## src/rtl/i2c_pkg.sv

```systemverilog
// Shared I2C definitions: target state encoding, line levels and bit/ACK constants.
package i2c_pkg;

    typedef enum logic [3:0] {
        ST_IDLE,
        ST_ADDR,
        ST_ADDR_ACK,
        ST_PTR,
        ST_PTR_ACK,
        ST_WDATA,
        ST_WDATA_ACK,
        ST_RDATA,
        ST_RDATA_ACK,
        ST_IGNORE
    } i2c_slv_state_e;

    typedef enum logic [2:0] {
        MST_IDLE,
        MST_START,
        MST_BIT,
        MST_ACK,
        MST_STOP
    } i2c_mst_state_e;

    localparam logic       I2C_ACK     = 1'b0;
    localparam logic       I2C_NACK    = 1'b1;
    localparam logic       SDA_PULL    = 1'b0;
    localparam logic       SDA_RELEASE = 1'b1;
    localparam logic [3:0] I2C_BITS    = 4'd8;

endpackage

```

## src/rtl/i2c_line_sync.sv

```systemverilog
// Two-flop synchronizers for SCL/SDA plus bus edge, START and STOP detection.
module i2c_line_sync (
    input  logic clk_i,
    input  logic rst_i,
    input  logic scl_i,
    input  logic sda_i,
    output logic sda_o,
    output logic scl_rise_o,
    output logic scl_fall_o,
    output logic start_o,
    output logic stop_o
);

    logic [1:0] scl_sync_q, sda_sync_q;
    logic       scl_prev_q, sda_prev_q;
    logic       scl;

    // Reset to the idle-bus level so no spurious edge fires after reset.
    always_ff @(posedge clk_i or posedge rst_i) begin
        if (rst_i) begin
            scl_sync_q <= 2'b11;
            sda_sync_q <= 2'b11;
            scl_prev_q <= 1'b1;
            sda_prev_q <= 1'b1;
        end else begin
            scl_sync_q <= {scl_sync_q[0], scl_i};
            sda_sync_q <= {sda_sync_q[0], sda_i};
            scl_prev_q <= scl_sync_q[1];
            sda_prev_q <= sda_sync_q[1];
        end
    end

    assign scl        = scl_sync_q[1];
    assign sda_o      = sda_sync_q[1];
    assign scl_rise_o = scl & ~scl_prev_q;
    assign scl_fall_o = ~scl & scl_prev_q;
    assign start_o    = scl & scl_prev_q & sda_prev_q & ~sda_o;
    assign stop_o     = scl & scl_prev_q & ~sda_prev_q & sda_o;

endmodule

```

## src/rtl/i2c_slave_regs.sv

```systemverilog
// I2C target exposing a byte register file: pointer write, burst write, burst read.
module i2c_slave_regs
    import i2c_pkg::*;
#(
    parameter logic [6:0] DEV_ADDR = 7'h68,
    parameter int         NUM_REGS = 8,
    localparam int        AW       = $clog2(NUM_REGS)
) (
    input  logic          clk,
    input  logic          rst,
    input  logic          scl_s2m,
    input  logic          sda_s2m,
    output logic          sda_oen_n,
    input  logic [AW-1:0] host_addr,
    output logic [7:0]    host_rdata,
    output logic          wr_pulse,
    output logic [AW-1:0] wr_addr,
    output logic [7:0]    wr_data
);

    i2c_slv_state_e state_q, state_d;
    logic [3:0]     bit_cnt_q, bit_cnt_d;
    logic [7:0]     shift_q, shift_d;
    logic [AW-1:0]  ptr_q, ptr_d, ptr_inc;
    logic           sda_oen_q, sda_oen_d;
    logic           rw_q, rw_d, mack_q, mack_d;
    logic           wr_pulse_q, wr_pulse_d;
    logic [AW-1:0]  wr_addr_q, wr_addr_d;
    logic [7:0]     wr_data_q, wr_data_d;
    logic           reg_we;
    logic [7:0]     regs_q [NUM_REGS];

    logic sda, scl_rise, scl_fall, start, stop;
    logic byte_done, addr_hit;

    i2c_line_sync u_sync (
        .clk_i      (clk),
        .rst_i      (rst),
        .scl_i      (scl_s2m),
        .sda_i      (sda_s2m),
        .sda_o      (sda),
        .scl_rise_o (scl_rise),
        .scl_fall_o (scl_fall),
        .start_o    (start),
        .stop_o     (stop)
    );

    assign byte_done = scl_fall && (bit_cnt_q == I2C_BITS);
    assign addr_hit  = (shift_q[7:1] == DEV_ADDR);
    assign ptr_inc   = ptr_q + 1'b1;

    always_ff @(posedge clk or posedge rst) begin
        if (rst) state_q <= ST_IDLE;
        else     state_q <= state_d;
    end

    always_comb begin
        state_d = state_q;
        if (stop) state_d = ST_IDLE;
        else if (start) state_d = ST_ADDR;
        else begin
            case (state_q)
                ST_ADDR:      if (byte_done) state_d = addr_hit ? ST_ADDR_ACK : ST_IGNORE;
                ST_ADDR_ACK:  if (scl_fall) state_d = rw_q ? ST_RDATA : ST_PTR;
                ST_PTR:       if (byte_done) state_d = ST_PTR_ACK;
                ST_PTR_ACK,
                ST_WDATA_ACK: if (scl_fall) state_d = ST_WDATA;
                ST_WDATA:     if (byte_done) state_d = ST_WDATA_ACK;
                ST_RDATA:     if (byte_done) state_d = ST_RDATA_ACK;
                ST_RDATA_ACK: if (scl_fall) state_d = (mack_q == I2C_ACK) ? ST_RDATA : ST_IGNORE;
                default:      state_d = state_q;
            endcase
        end
    end

    // Shifting happens on every SCL rise in byte states; in RDATA the MSB
    // is the bit just sent, so the fall that follows drives the new MSB.
    always_comb begin
        bit_cnt_d  = bit_cnt_q;
        shift_d    = shift_q;
        ptr_d      = ptr_q;
        sda_oen_d  = sda_oen_q;
        rw_d       = rw_q;
        mack_d     = mack_q;
        wr_pulse_d = 1'b0;
        wr_addr_d  = wr_addr_q;
        wr_data_d  = wr_data_q;
        reg_we     = 1'b0;
        if (stop || start) begin
            sda_oen_d = SDA_RELEASE;
            bit_cnt_d = '0;
        end else begin
            if (scl_rise && (state_q inside {ST_ADDR, ST_PTR, ST_WDATA, ST_RDATA})) begin
                shift_d   = {shift_q[6:0], sda};
                bit_cnt_d = bit_cnt_q + 4'd1;
            end
            case (state_q)
                ST_ADDR: if (byte_done && addr_hit) begin
                    sda_oen_d = SDA_PULL;
                    rw_d      = shift_q[0];
                end
                ST_ADDR_ACK: if (scl_fall) begin
                    bit_cnt_d = '0;
                    if (rw_q) begin
                        shift_d   = regs_q[ptr_q];
                        sda_oen_d = regs_q[ptr_q][7];
                    end else begin
                        sda_oen_d = SDA_RELEASE;
                    end
                end
                ST_PTR: if (byte_done) begin
                    ptr_d     = shift_q[AW-1:0];
                    sda_oen_d = SDA_PULL;
                end
                ST_PTR_ACK, ST_WDATA_ACK: if (scl_fall) begin
                    sda_oen_d = SDA_RELEASE;
                    bit_cnt_d = '0;
                end
                ST_WDATA: if (byte_done) begin
                    reg_we     = 1'b1;
                    wr_pulse_d = 1'b1;
                    wr_addr_d  = ptr_q;
                    wr_data_d  = shift_q;
                    ptr_d      = ptr_inc;
                    sda_oen_d  = SDA_PULL;
                end
                ST_RDATA: if (scl_fall) sda_oen_d = byte_done ? SDA_RELEASE : shift_q[7];
                ST_RDATA_ACK: begin
                    if (scl_rise) mack_d = sda;
                    if (scl_fall) begin
                        if (mack_q == I2C_ACK) begin
                            ptr_d     = ptr_inc;
                            shift_d   = regs_q[ptr_inc];
                            sda_oen_d = regs_q[ptr_inc][7];
                            bit_cnt_d = '0;
                        end else begin
                            sda_oen_d = SDA_RELEASE;
                        end
                    end
                end
                default: sda_oen_d = SDA_RELEASE;
            endcase
        end
    end

    always_ff @(posedge clk or posedge rst) begin
        if (rst) begin
            bit_cnt_q  <= '0;
            shift_q    <= '0;
            ptr_q      <= '0;
            sda_oen_q  <= SDA_RELEASE;
            rw_q       <= 1'b0;
            mack_q     <= I2C_NACK;
            wr_pulse_q <= 1'b0;
            wr_addr_q  <= '0;
            wr_data_q  <= '0;
            for (int i = 0; i < NUM_REGS; i++) regs_q[i] <= '0;
        end else begin
            bit_cnt_q  <= bit_cnt_d;
            shift_q    <= shift_d;
            ptr_q      <= ptr_d;
            sda_oen_q  <= sda_oen_d;
            rw_q       <= rw_d;
            mack_q     <= mack_d;
            wr_pulse_q <= wr_pulse_d;
            wr_addr_q  <= wr_addr_d;
            wr_data_q  <= wr_data_d;
            if (reg_we) regs_q[ptr_q] <= shift_q;
        end
    end

    assign sda_oen_n  = sda_oen_q;
    assign wr_pulse   = wr_pulse_q;
    assign wr_addr    = wr_addr_q;
    assign wr_data    = wr_data_q;
    assign host_rdata = regs_q[host_addr];

endmodule

```

## config.mk

```make
export PLATFORM = sky130hd
export DESIGN_NAME = i2c_slave_regs
export DESIGN_NICKNAME = d
export VERILOG_FILES = /design/src/rtl/i2c_pkg.sv /design/src/rtl/i2c_line_sync.sv /design/src/rtl/i2c_slave_regs.sv
export SDC_FILE = /design/constraint.sdc
export NUM_CORES = 1
export LEC_CHECK = 0
export ABC_AREA = 1
export CAP_MARGIN = 20
export CORE_MARGIN = 1
export CORE_UTILIZATION = 61
export CTS_CLUSTER_DIAMETER = 50
export DETAILED_ROUTE_END_ITERATION = 10
export PLACE_DENSITY_LB_ADDON = 0.2
export SYNTH_ARGS = -nofsm -noshare
export SYNTH_HDL_FRONTEND = slang
export SYNTH_SLANG_ARGS = --single-unit
```

## constraint.sdc

```tcl
create_clock -name clk -period 4.7 [get_ports clk]
set_input_delay 0.94 -clock clk [delete_from_list [all_inputs] [get_ports clk]]
set_output_delay 0.94 -clock clk [all_outputs]
set_load 0.05 [all_outputs]
```

* Yosys cells after proc, flatten, opt, wreduce, memory -nomap -nowiden *
Cells that the tools add are included.

word-level totals
  register bits after elaboration = 104
  latch bits = 0
  RAM bits = 0
  bits in read-only memories = 0
  input port bits = 7
  output and inout bits = 21
  word-level logic and storage cells = 143
  memories kept = 0

cells by class
  add/subtract/negate cells = 2
  multipliers = 0
  div/mod/pow operators = 0
  $lt $le $gt $ge = 4
  eq/ne operators = 27
  shift-type cells = 0
  multiplexer cells = 56
  bitwise logic cells = 15
  reduce and logical (&&, ||, !) cells = 17

operators by type and width
  cell                  number
  $mux W8               12
  $bmux W8 S3           3
  $bwmux W64            1
  $mux W4               16
  $ne A4 B4 Y1 const B  7
  $pmux W4 S7           1
  $demux W8 S3          1
  $eq A4 B3 Y1 const B  4
  $pmux W8 S2           1
  $mux W3               5
  $mux W1               13
  $ge A4 B4 Y1 const B  3
  $ne A3 B3 Y1 const B  4
  $not A3 Y4            3
  $reduce_and A6 Y1     2
  $pmux W3 S3           1
  $reduce_and A3 Y1     3
  $reduce_bool A9 Y1    1
  $eq A4 B2 Y1 const B  2
  $eq A4 B4 Y1 const B  2
  $ne A2 B2 Y1 const B  4
  $pmux W4 S2           1
  $reduce_and A8 Y1     1
  $and A1 B1 Y1         7
  15 further kinds      23

* Logic depth before layout (Yosys ltp) *
  depth after elaboration = 9
  depth in mapped cells = 12
  gate-level depth less buffers = 12

* Cells and area by module *
Synthesis repeated with hierarchy kept, for this count alone.

second synthesis, totals
  cells, all modules = 901
  area, all modules = 6323.6 sq um

by module, submodules not included
  module          times used  cells an instance  area an instance (sq um)  sequential area each (sq um)
  i2c_slave_regs  1           883                6120.9                    2454.9
  i2c_line_sync   1           18                 202.7                     157.7

* Worst setup path after synthesis *
No wires, ideal clock.

  kind = input to output
  start point = input host_addr[1]
  end point = output host_rdata[5]
  data arrival time = 2487 ps
  required time = 3760 ps
  path slack = 1273 ps
  stages on the path = 8
  buffers on the path = 2
  cells stage by stage = buf_2 inv_1 clkbuf_1 a21oi_1 o21ai_0 nand2_1 nor2_1 a31oi_1

between the ends
  cells in the longest elaborated chain, start to end = 4

RTL lines
  what                                        RTL line               text
  start: declaration                          i2c_slave_regs.sv:14   input logic [AW-1:0] host_addr,
  $not A3 Y4 (not written as such)            i2c_slave_regs.sv:176  assign host_rdata = regs_q[host_addr];
  $bmux W8 S3                                 i2c_slave_regs.sv:176
  $mux W8 (not written as such) (2 in a row)  i2c_slave_regs.sv:176
  end: declaration                            i2c_slave_regs.sv:15   output logic [7:0] host_rdata,

No other way between the ends. The select of a mux whose other input is x is not followed.

* Final worst setup path *
  start point = input host_addr[1]
  end point = output host_rdata[0]

The elaborated chain is that of the path after synthesis.

==> flow_metrics.tcl <==
set metrics [dict create \
    whs_ns 0.351 \
    clk_pin_slew_ns 0.12 \
    vias 6132 \
    die_x_um 105 \
    drt_first_pass_iters 8 \
    io_buffers 27 \
    synth_fp_nets 879 \
    pwr_density_cell_mw_per_mm2 477 \
    ys_seq_area_share_pct 40.7 \
    maxCapViolations 0 \
    met3_length_um 1780 \
    final_cell_mix "nand2_1, dfrtp_1, o21ai_0, inv_1" \
    cts_setup_buffers 0 \
    critPathArrivalTime_ns 2.81 \
    irDropWorstVdd_v 0.000342 \
    crit_path_start_kind "input pin" \
    grt_pass1_wl_um 28900 \
    nFillCells 929 \
    cts_buffers 9 \
    grt_antenna_before_repair 0 \
    syn_inst 869 \
    cts.sinks 104 \
    final_common_cell "nand2_1" \
    start_util_pct 62.5 \
    utilization_pct 67.5 \
    rows 37 \
    endpoint_kind "output port" \
    cts_tree "built" \
    ys_warn_count 0 \
    multi_input_area_sq_mm 0.00323 \
    insertion_delay_ns 0.41 \
    syn_area_sq_mm 0.00643 \
    async_reset_ff_share_pct 100 \
    drive_gt1_share_pct 9.89 \
    grtUsageTotal_pct 34.1 \
    min_period_ns 3.75 \
    ys.flop_type "dfrtp_1" \
    hold_viol 0 \
    maxSlewViolCount 0 \
    dieArea_sq_mm 0.0109 \
    clock-root-buffer "clkbuf_8" \
    holdCritPathClass "flop to flop" \
    ys_seq_elements 104 \
    vias_per_cell 6.10 \
    p_total_mw 3.31 \
    core_sq_mm 0.0103 \
    syn_to_final_growth_pct 7.92 \
    finalCritPeriodShare_pct 79.9 \
    gr-total-overflow 0 \
    htreeDepth 3 \
    fmax_mhz 266 \
    relSlewSlack_pct 30.9 \
    drc 0 \
    finalSetupViolCount 0 \
    synth_edf_count 0 \
    final_area_sq_mm 0.00694 \
    critical_path_class "input pin to output port" \
    grt_start_max_net_pins 80 \
    die_h_um 105 \
    skew_ns 0.0225 \
    tns_ns 0 \
    required_ns 3.76 \
    wl_met1_um 7180 \
    p_leak_nw 3.12 \
    drtAntennaViolNets 0 \
    ctsHoldBuffers 0 \
    r2r_slack_ns 2.45 \
    rsz0062_at_grt "false" \
    clockBufferDepth 2 \
    first_global_vias 5690 \
    ctsResizeCount 0 \
    status "finished, final reports clean" \
    drtIter0Drc 630 \
    ys_types 35 \
    avgRoutedWirePerCell_um 17.9 \
    n_antenna_cell 0 \
    nNetsFinal 875 \
    register_area_sq_mm 0.00261 \
    wl_met2_um 8520 \
    wl_um 18000 \
    dp_hpwl_um 12500 \
    ios 28 \
    place.gp.congestion 0.985 \
    highest_layer "met4" \
    placed_area_sq_mm 0.00671 \
    syn_area_per_cell_sq_um 7.39 \
    path_max_fanout 17 \
    worst_pin_slew_ns 1.04 \
]
power breakdown:
group          total (mW)  switching (mW)  internal (mW)
sequential           1.09           0.107          0.986
combinational        1.59            1.14          0.454
clock               0.622           0.360          0.262
cells in the mapped netlist, drive strengths merged (3+ instances only):
master,n,share of area [%]
nand3,50,5.5
nand4,9,0.88
xor2,3,0.53
ha,3,0.58
nand2,250,15
nor2,65,4.8
nor3,3,0.58
dfrtp,96,37
buf,25,3.0
o211ai,45,5.3
inv,79,4.7
dfstp,8,3.3
clkbuf,23,1.3
a31oi,8,0.78
a21oi,46,3.6
o21ai,151,12
kinds of logic after synthesis:
family                   after synthesis  share of synthesized area (%)
AND/OR/NAND/NOR                      378                           26.8
AO/OA/AOI/OAI                        253                           22.2
buffers and inverters                127                           9.09
flip-flops                           104                           40.7
XOR/XNOR                               4                          0.662
adder cells (fa/ha/maj)                3                          0.584
critical path, stage by stage:
cell	delay (ns)
clkdlybuf4s50_1	0.46
buf_4	0.22
inv_1	0.26
a21oi_1	0.17
o21ai_0	0.09
nand2_1	0.09
nor2_1	0.04
a31oi_1	0.34
buf_12	0.19
routing by layer:
metal	vias up	track usage, %
met5	-	0
met4	0	15.1
li1	2891	-
met3	51	6.74
met2	323	54.7
met1	2867	45.0
state kept, by name, summed over array words and instances, names as in the netlist:
name,count
mack_q,1
u_sync.scl_sync_q,2
u_sync.sda_prev_q,1
wr_data,8
regs_q,64
rw_q,1
wr_addr,3
u_sync.scl_prev_q,1
wr_pulse,1
u_sync.sda_sync_q,2
shift_q,8
state_q,4
sda_oen_n,1
bit_cnt_q,4
ptr_q,3
metrics by stage:
| stage | worst slack (ns) | instances |
|---|---|---|
| after CTS | 0.953 | 1005 |
| after global placement | 0.994 | 989 |
| final | 0.945 | 1006 |
| after global routing | 0.794 | 1006 |
| after detailed placement | 0.978 | 989 |
| after floorplan | 1.04 | 869 |
area by class of cell:
| cell class | instances | share of cell area, % |
|---|---|---|
| Clock inverter | 7 | 1.39 |
| Multi-Input combinational cell | 638 | 46.6 |
| Sequential cell | 104 | 37.7 |
| Inverter | 79 | 4.42 |
| Tap cell | 136 | 2.45 |
| Clock buffer | 9 | 1.79 |
| Timing Repair Buffer | 33 | 5.70 |
worst paths after layout:
check | startpoint | to | cells after the start
min in group asynchronous | rst | wr_data[0] | 2
hold reg to reg | u_sync.sda_sync_q[0] | u_sync.sda_sync_q[1] | 0
max in group asynchronous | rst | regs_q[58] | 3
setup reg to reg | ptr_q[0] | shift_q[4] | 8
hold / removal | u_sync.sda_sync_q[0] | u_sync.sda_sync_q[1] | 0
setup / recovery | host_addr[1] | host_rdata[0] | 9
(Power assumes the default switching activity.)
